===== src/rtl/if_fetch_queue.sv =====
// Instruction-fetch front end: PC generation, one-outstanding I-cache fetch, DEPTH-entry queue to ID.
// Optional perf counters enabled by defining IF_FETCH_PERF_EN.
module if_fetch_queue #(
  parameter int ADDR_W = 32,
  parameter int INSN_W = 32,
  parameter int DEPTH  = 4,
  parameter logic [ADDR_W-1:0] RESET_PC = '0
) (
  input  logic              clk,
  input  logic              reset,
  output logic              ic_req,
  output logic [ADDR_W-1:0] ic_addr,
  input  logic              ic_ack,
  input  logic [INSN_W-1:0] ic_insn,
  input  logic              stall,
  input  logic              flush,
  input  logic [ADDR_W-1:0] new_pc,
  input  logic              br_taken,
  input  logic [ADDR_W-1:0] br_addr,
  output logic              if_en,
  output logic [ADDR_W-1:0] if_pc,
  output logic [INSN_W-1:0] if_insn,
  output logic              fetch_busy,
  output logic [1:0]        dbg_state
`ifdef IF_FETCH_PERF_EN
  ,
  output logic [31:0]       perf_miss_cyc,
  output logic [31:0]       perf_redirect,
  output logic [31:0]       perf_full_cyc
`endif
);

  localparam int PTR_W = $clog2(DEPTH);
  localparam int CNT_W = PTR_W + 1;
  localparam logic [CNT_W-1:0] FULL_CNT = CNT_W'(DEPTH);

  typedef enum logic [1:0] {
    S_IDLE  = 2'd0,
    S_FETCH = 2'd1,
    S_DROP  = 2'd2
  } state_t;

  state_t            state, state_n;
  logic [ADDR_W-1:0] fetch_pc, fetch_pc_n, addr_q;
  logic [PTR_W-1:0]  wr_ptr, rd_ptr, rd_ptr_n;
  logic [CNT_W-1:0]  count, count_n;
  logic [ADDR_W-1:0] q_pc   [DEPTH];
  logic [INSN_W-1:0] q_insn [DEPTH];
  logic [ADDR_W-1:0] head_pc, head_pc_n;
  logic [INSN_W-1:0] head_insn, head_insn_n;
  logic              redirect, push, pop;
  logic [ADDR_W-1:0] target;

  // Handshakes: ic_req is a level held with a stable ic_addr until the one-cycle ic_ack completes it;
  // the queue head is consumed on any cycle with if_en=1 and stall=0, unless a redirect clears the queue.
  assign redirect = flush | br_taken;
  assign target   = flush ? new_pc : br_addr;
  assign push     = (state == S_FETCH) && ic_ack && !redirect;
  assign pop      = (count != '0) && !stall && !redirect;

  always_comb begin
    rd_ptr_n = rd_ptr;
    count_n  = count;
    if (redirect) begin
      count_n = '0;
    end else begin
      if (pop) rd_ptr_n = rd_ptr + PTR_W'(1);
      count_n = count + CNT_W'(push) - CNT_W'(pop);
    end
  end

  always_comb begin
    state_n    = state;
    fetch_pc_n = fetch_pc;
    case (state)
      S_IDLE: begin
        if (redirect) fetch_pc_n = target;
        else if (count < FULL_CNT) state_n = S_FETCH;
      end
      S_FETCH: begin
        if (redirect) begin
          fetch_pc_n = target;
          state_n    = ic_ack ? S_IDLE : S_DROP;
        end else if (ic_ack) begin
          fetch_pc_n = fetch_pc + ADDR_W'(4);
          state_n    = (count_n < FULL_CNT) ? S_FETCH : S_IDLE;
        end
      end
      S_DROP: begin
        if (redirect) fetch_pc_n = target;
        if (ic_ack) state_n = S_IDLE;
      end
      default: state_n = S_IDLE;
    endcase
  end

  // Head is registered so if_pc/if_insn hold their last value once the queue empties.
  always_comb begin
    head_pc_n   = head_pc;
    head_insn_n = head_insn;
    if (!redirect && count_n != '0) begin
      if (count == '0 || (count == CNT_W'(1) && pop)) begin
        head_pc_n   = fetch_pc;
        head_insn_n = ic_insn;
      end else begin
        head_pc_n   = q_pc[rd_ptr_n];
        head_insn_n = q_insn[rd_ptr_n];
      end
    end
  end

  always_ff @(posedge clk or negedge reset) begin
    if (!reset) begin
      state     <= S_IDLE;
      fetch_pc  <= RESET_PC;
      addr_q    <= RESET_PC;
      wr_ptr    <= '0;
      rd_ptr    <= '0;
      count     <= '0;
      head_pc   <= '0;
      head_insn <= '0;
    end else begin
      state     <= state_n;
      fetch_pc  <= fetch_pc_n;
      // An abandoned request keeps its address on the bus until the cache acks it.
      addr_q    <= (state_n == S_DROP) ? addr_q : fetch_pc_n;
      count     <= count_n;
      head_pc   <= head_pc_n;
      head_insn <= head_insn_n;
      if (redirect) begin
        wr_ptr <= '0;
        rd_ptr <= '0;
      end else begin
        rd_ptr <= rd_ptr_n;
        if (push) wr_ptr <= wr_ptr + PTR_W'(1);
      end
    end
  end

  always_ff @(posedge clk) begin
    if (push) begin
      q_pc[wr_ptr]   <= fetch_pc;
      q_insn[wr_ptr] <= ic_insn;
    end
  end

  assign ic_req     = (state != S_IDLE);
  assign fetch_busy = (state != S_IDLE);
  assign ic_addr    = addr_q;
  assign if_en      = (count != '0);
  assign if_pc      = head_pc;
  assign if_insn    = head_insn;
  assign dbg_state  = state;

`ifdef IF_FETCH_PERF_EN
  always_ff @(posedge clk or negedge reset) begin
    if (!reset) begin
      perf_miss_cyc <= '0;
      perf_redirect <= '0;
      perf_full_cyc <= '0;
    end else begin
      if (state != S_IDLE && !ic_ack) perf_miss_cyc <= perf_miss_cyc + 32'd1;
      if (redirect) perf_redirect <= perf_redirect + 32'd1;
      if (count == FULL_CNT) perf_full_cyc <= perf_full_cyc + 32'd1;
    end
  end
`endif

endmodule


===== config.mk =====
export PLATFORM = sky130hd
export DESIGN_NAME = if_fetch_queue
export DESIGN_NICKNAME = d
export VERILOG_FILES = /design/src/rtl/if_fetch_queue.sv
export SDC_FILE = /design/constraint.sdc
export NUM_CORES = 1
export LEC_CHECK = 0
export BUFFER_PORTS_ARGS = -buffer_cell sky130_fd_sc_hd__buf_2
export CAP_MARGIN = 20
export CELL_PAD_IN_SITES_DETAIL_PLACEMENT = 1
export CELL_PAD_IN_SITES_GLOBAL_PLACEMENT = 2
export CORE_ASPECT_RATIO = 0.9
export CORE_UTILIZATION = 40
export CTS_CLUSTER_SIZE = 24
export DETAILED_ROUTE_END_ITERATION = 8
export GPL_TIMING_DRIVEN = 0
export PLACE_DENSITY = 0.79
export SYNTH_ARGS = -nofsm -noshare
export SYNTH_HDL_FRONTEND = slang
export SYNTH_SLANG_ARGS = --single-unit

===== constraint.sdc =====
create_clock -name clk -period 3.7 [get_ports clk]
set_input_delay 0.74 -clock clk [delete_from_list [all_inputs] [get_ports clk]]
set_output_delay 0.74 -clock clk [all_outputs]
set_load 0.005 [all_outputs]

==> out/qor.csv <==
metric,value,unit
fin crit period,3.546,ns
Post-synth top flop,edfxtp_1,
count of cell types in the netlist,70,
RSZ-0062 raised after global routing,false,
Initial Util,40.69,%
global-route wire length before repair,84220,um
Crit path required time,4.16,ns
largest family of logic cells by synthesized area,compound AO/OA/AOI/OAI gates,
hold buffer count at CTS,0,
Crit. End Element,flip-flop,
Syn Std Cell Area,17030,um^2
simple-gate share of the synthesized area,9.355,%
Final Setup Violations,0,
Final Cycle Share,95.84,%
Peak VDD IR,322.8,uV
Worst-Margin Slew,1.172,ns
Synth area leader,edfxtp_1,
Crit-path slowest cell,dfrtp_1,
pin count of the biggest net entering global routing,81,
Routed WL,55990,um
Max-Cap Viols,0,
row cnt,71,
drt initial violations,1069,
fraction of final layout cells sized beyond drive strength 1,21.76,%
Pleak,7.580,nW
worst path arrival time,4.00,ns
hpwl dp,37390,um
CTS tree,done,
async set-reset flop share out of synthesis,34.86,%
"Slew Viols, Final",0,
critical path's most frequent cell,nor2_1,
H-Tree Depth,2,
drt wl/cell,25.75,um
mux contribution to synthesized area,6.114,%
RePlAce Congestion,0.8943,
Synth Area in Compound Gates,15.39,%
Crit Path Class,reg2reg,
chip width,219.5,um
syn_nets,1449,
Yosys warnings,0,
# DRC,0,
worst hold-check path type,in2async,
"Reg clk slew, reported paths",0.06,ns
xor/xnor cell area share of the yosys netlist,0.3087,%
Fin Clk Skew,0.02983,ns
Die H,197.7,um
ranking of synthesized cells by area,"edfxtp_1, dfrtp_1, mux2i_1",
relative slew slack,21.21,%
GRT Overall Usage,26.02,%
Yosys reg bits,393,
Post-synth EDFFs,256,
cell chain of the critical path,nor3_2 -> nor2_1 -> xor2_1 -> nor2_1 -> ha_1 -> inv_1 -> fa_1 -> xor2_2 -> xnor2_1 -> a31oi_1 -> clkbuf_8 -> clkbuf_4 -> o211ai_1 -> o22a_1,
Mapped Avg Cell Area,12.71,um^2
startpoint types,flip-flop,
area delta synth->final,19.67,%
clk sink count,393,
Root Buffer Master,clkbuf_16,
Nets,1701,
most frequent cells in the layout,"edfxtp_1, buf_2, dfrtp_1, nand2_1, a21oi_1",
Final Hold Viols,0,
"commonest non-fill, non-tap cell in the layout",edfxtp_1,
post-synth top area share,45.15,%
pwr dens,538.0,nW/um^2
Core Region,41840,um^2
Max Fclk,282.0,MHz
Pre-antenna DRT Iters,5,
CP max stage delay,0.47,ns
vias in the first global route,13470,
number of port buffers,202,
Max clock buf depth,3,
TritonCTS Buffers,44,
Adder-Cell Fraction of Synth Area,0.5585,%
Worst-Skew Late Latency,0.57,ns
cells after synthesis,1340,
Ant. Diodes,0,
register area share after synthesis,65.29,%
total gr overflow,0,
die area,43390,um^2
initial antenna violation count,3,
via count,12730,
Via density,5.857,
DRT antenna net count,0,
sum of negative setup slack,0,ns
Ports,203,
run status,"finished, final reports clean",
Final Util,48.69,%
crit-path max FO,10,
[worst max-delay path, delay by kind of cell (launching register included)]
kind            cells  cell delay (ns)
buf+inv             3             0.57
simple gates        3             0.62
compound gates      3             0.71
flops               1             0.47
xor+xnor            3             0.50
fa+ha+maj           2             0.55
[where the power goes]
group          internal [mW]  switching (mW)  leakage, nW
Combinational          0.587           0.611         2.93
Clock                   2.56            1.80        0.701
Sequential              5.07           0.334         3.95
Total                   8.22            2.74         7.58
[routing by layer]
metal / vias to the layer above / wire length [um] / GRT usage, %
met2: 428 / 27390 / 43.84
met5: - / 16 / 0
met3: 85 / 3204 / 4.286
met4: 2 / 1387 / 7.459
li1: 5682 / - / -
met1: 6536 / 23990 / 34.54
[sequential cells by signal, summed over array words and instances (netlist names)]
register   flops
count          3
dbg_state      2
fetch_pc      32
ic_addr       32
if_insn       32
if_pc         32
q_insn       128
q_pc         128
rd_ptr         2
wr_ptr         2
[per-stage QoR]
stage               hold WS, ns  instance area (um^2)  power [mW]  std cells  setup WS (ns)
finish                   0.1087                 20370       10.96       2174         0.1540
global route             0.1423                 20370       11.36       2174       0.003466
CTS                      0.1215                 20360       11.04       2174        0.04358
detailed placement       0.4853                 18890       6.694       2095         -2.234
global placement         0.4726                 18720       6.639       2089         -2.142
floorplan                0.4444                 17030       5.937       1340       -0.03381
[logic make-up after synthesis]
logic type | count (synthesis)
AO/OA/AOI/OAI | 390
XOR/XNOR | 6
adder cells (fa/ha/maj) | 7
buffers and inverters | 127
flip-flops | 393
multiplexers | 101
AND/OR/NAND/NOR | 316
[cell usage after synthesis (8+ instances only)]
master and instances:
edfxtp_1 256, o22a_1 65, clkbuf_1 65, nor3_1 15, o22ai_1 14, buf_2 18
mux2i_1 77, or3_1 8, and2_1 11, o21ai_0 84, nor2_1 35, o211ai_1 69
a21oi_1 89, inv_1 13, nand3_1 76, nor2b_1 10, buf_1 22, a211oi_1 9
mux2_2 23, nand2_1 99, dfrtp_1 137, nand4_1 19
[final cells by class]
class | instances | area, um^2
flip-flops and latches | 393 | 11120
inverters | 17 | 63.81
clock inverters | 15 | 141.4
repair buffers | 210 | 1181
plain buffers | 106 | 471.7
fillers | 4356 | 21470
multi-input cells | 820 | 5419
clock buffers | 66 | 1296
well taps | 547 | 684.4
[timing repair]
action	in CTS	in global routing
endpoints found under the setup margin	65	60
gates resized for setup	16	9
hold endpoints to repair	0	0
buffers inserted	1	0
[final timing paths]
check / startpoint / end / slack (ns) / cells after the start
max in group asynchronous: reset / ic_addr[25] / 2.67 / 2
min: reset / if_insn[12] / 0.11 / 1
max reg2reg: count[2] / if_pc[26] / 0.15 / 14
min reg2reg: ic_addr[1] / ic_addr[1] / 0.49 / 2
min in group clk: ic_insn[24] / q_insn[2][24] / 0.40 / 1
max: count[2] / if_pc[26] / 0.15 / 14
No activity file was read; power rests on OpenSTA's default activity.
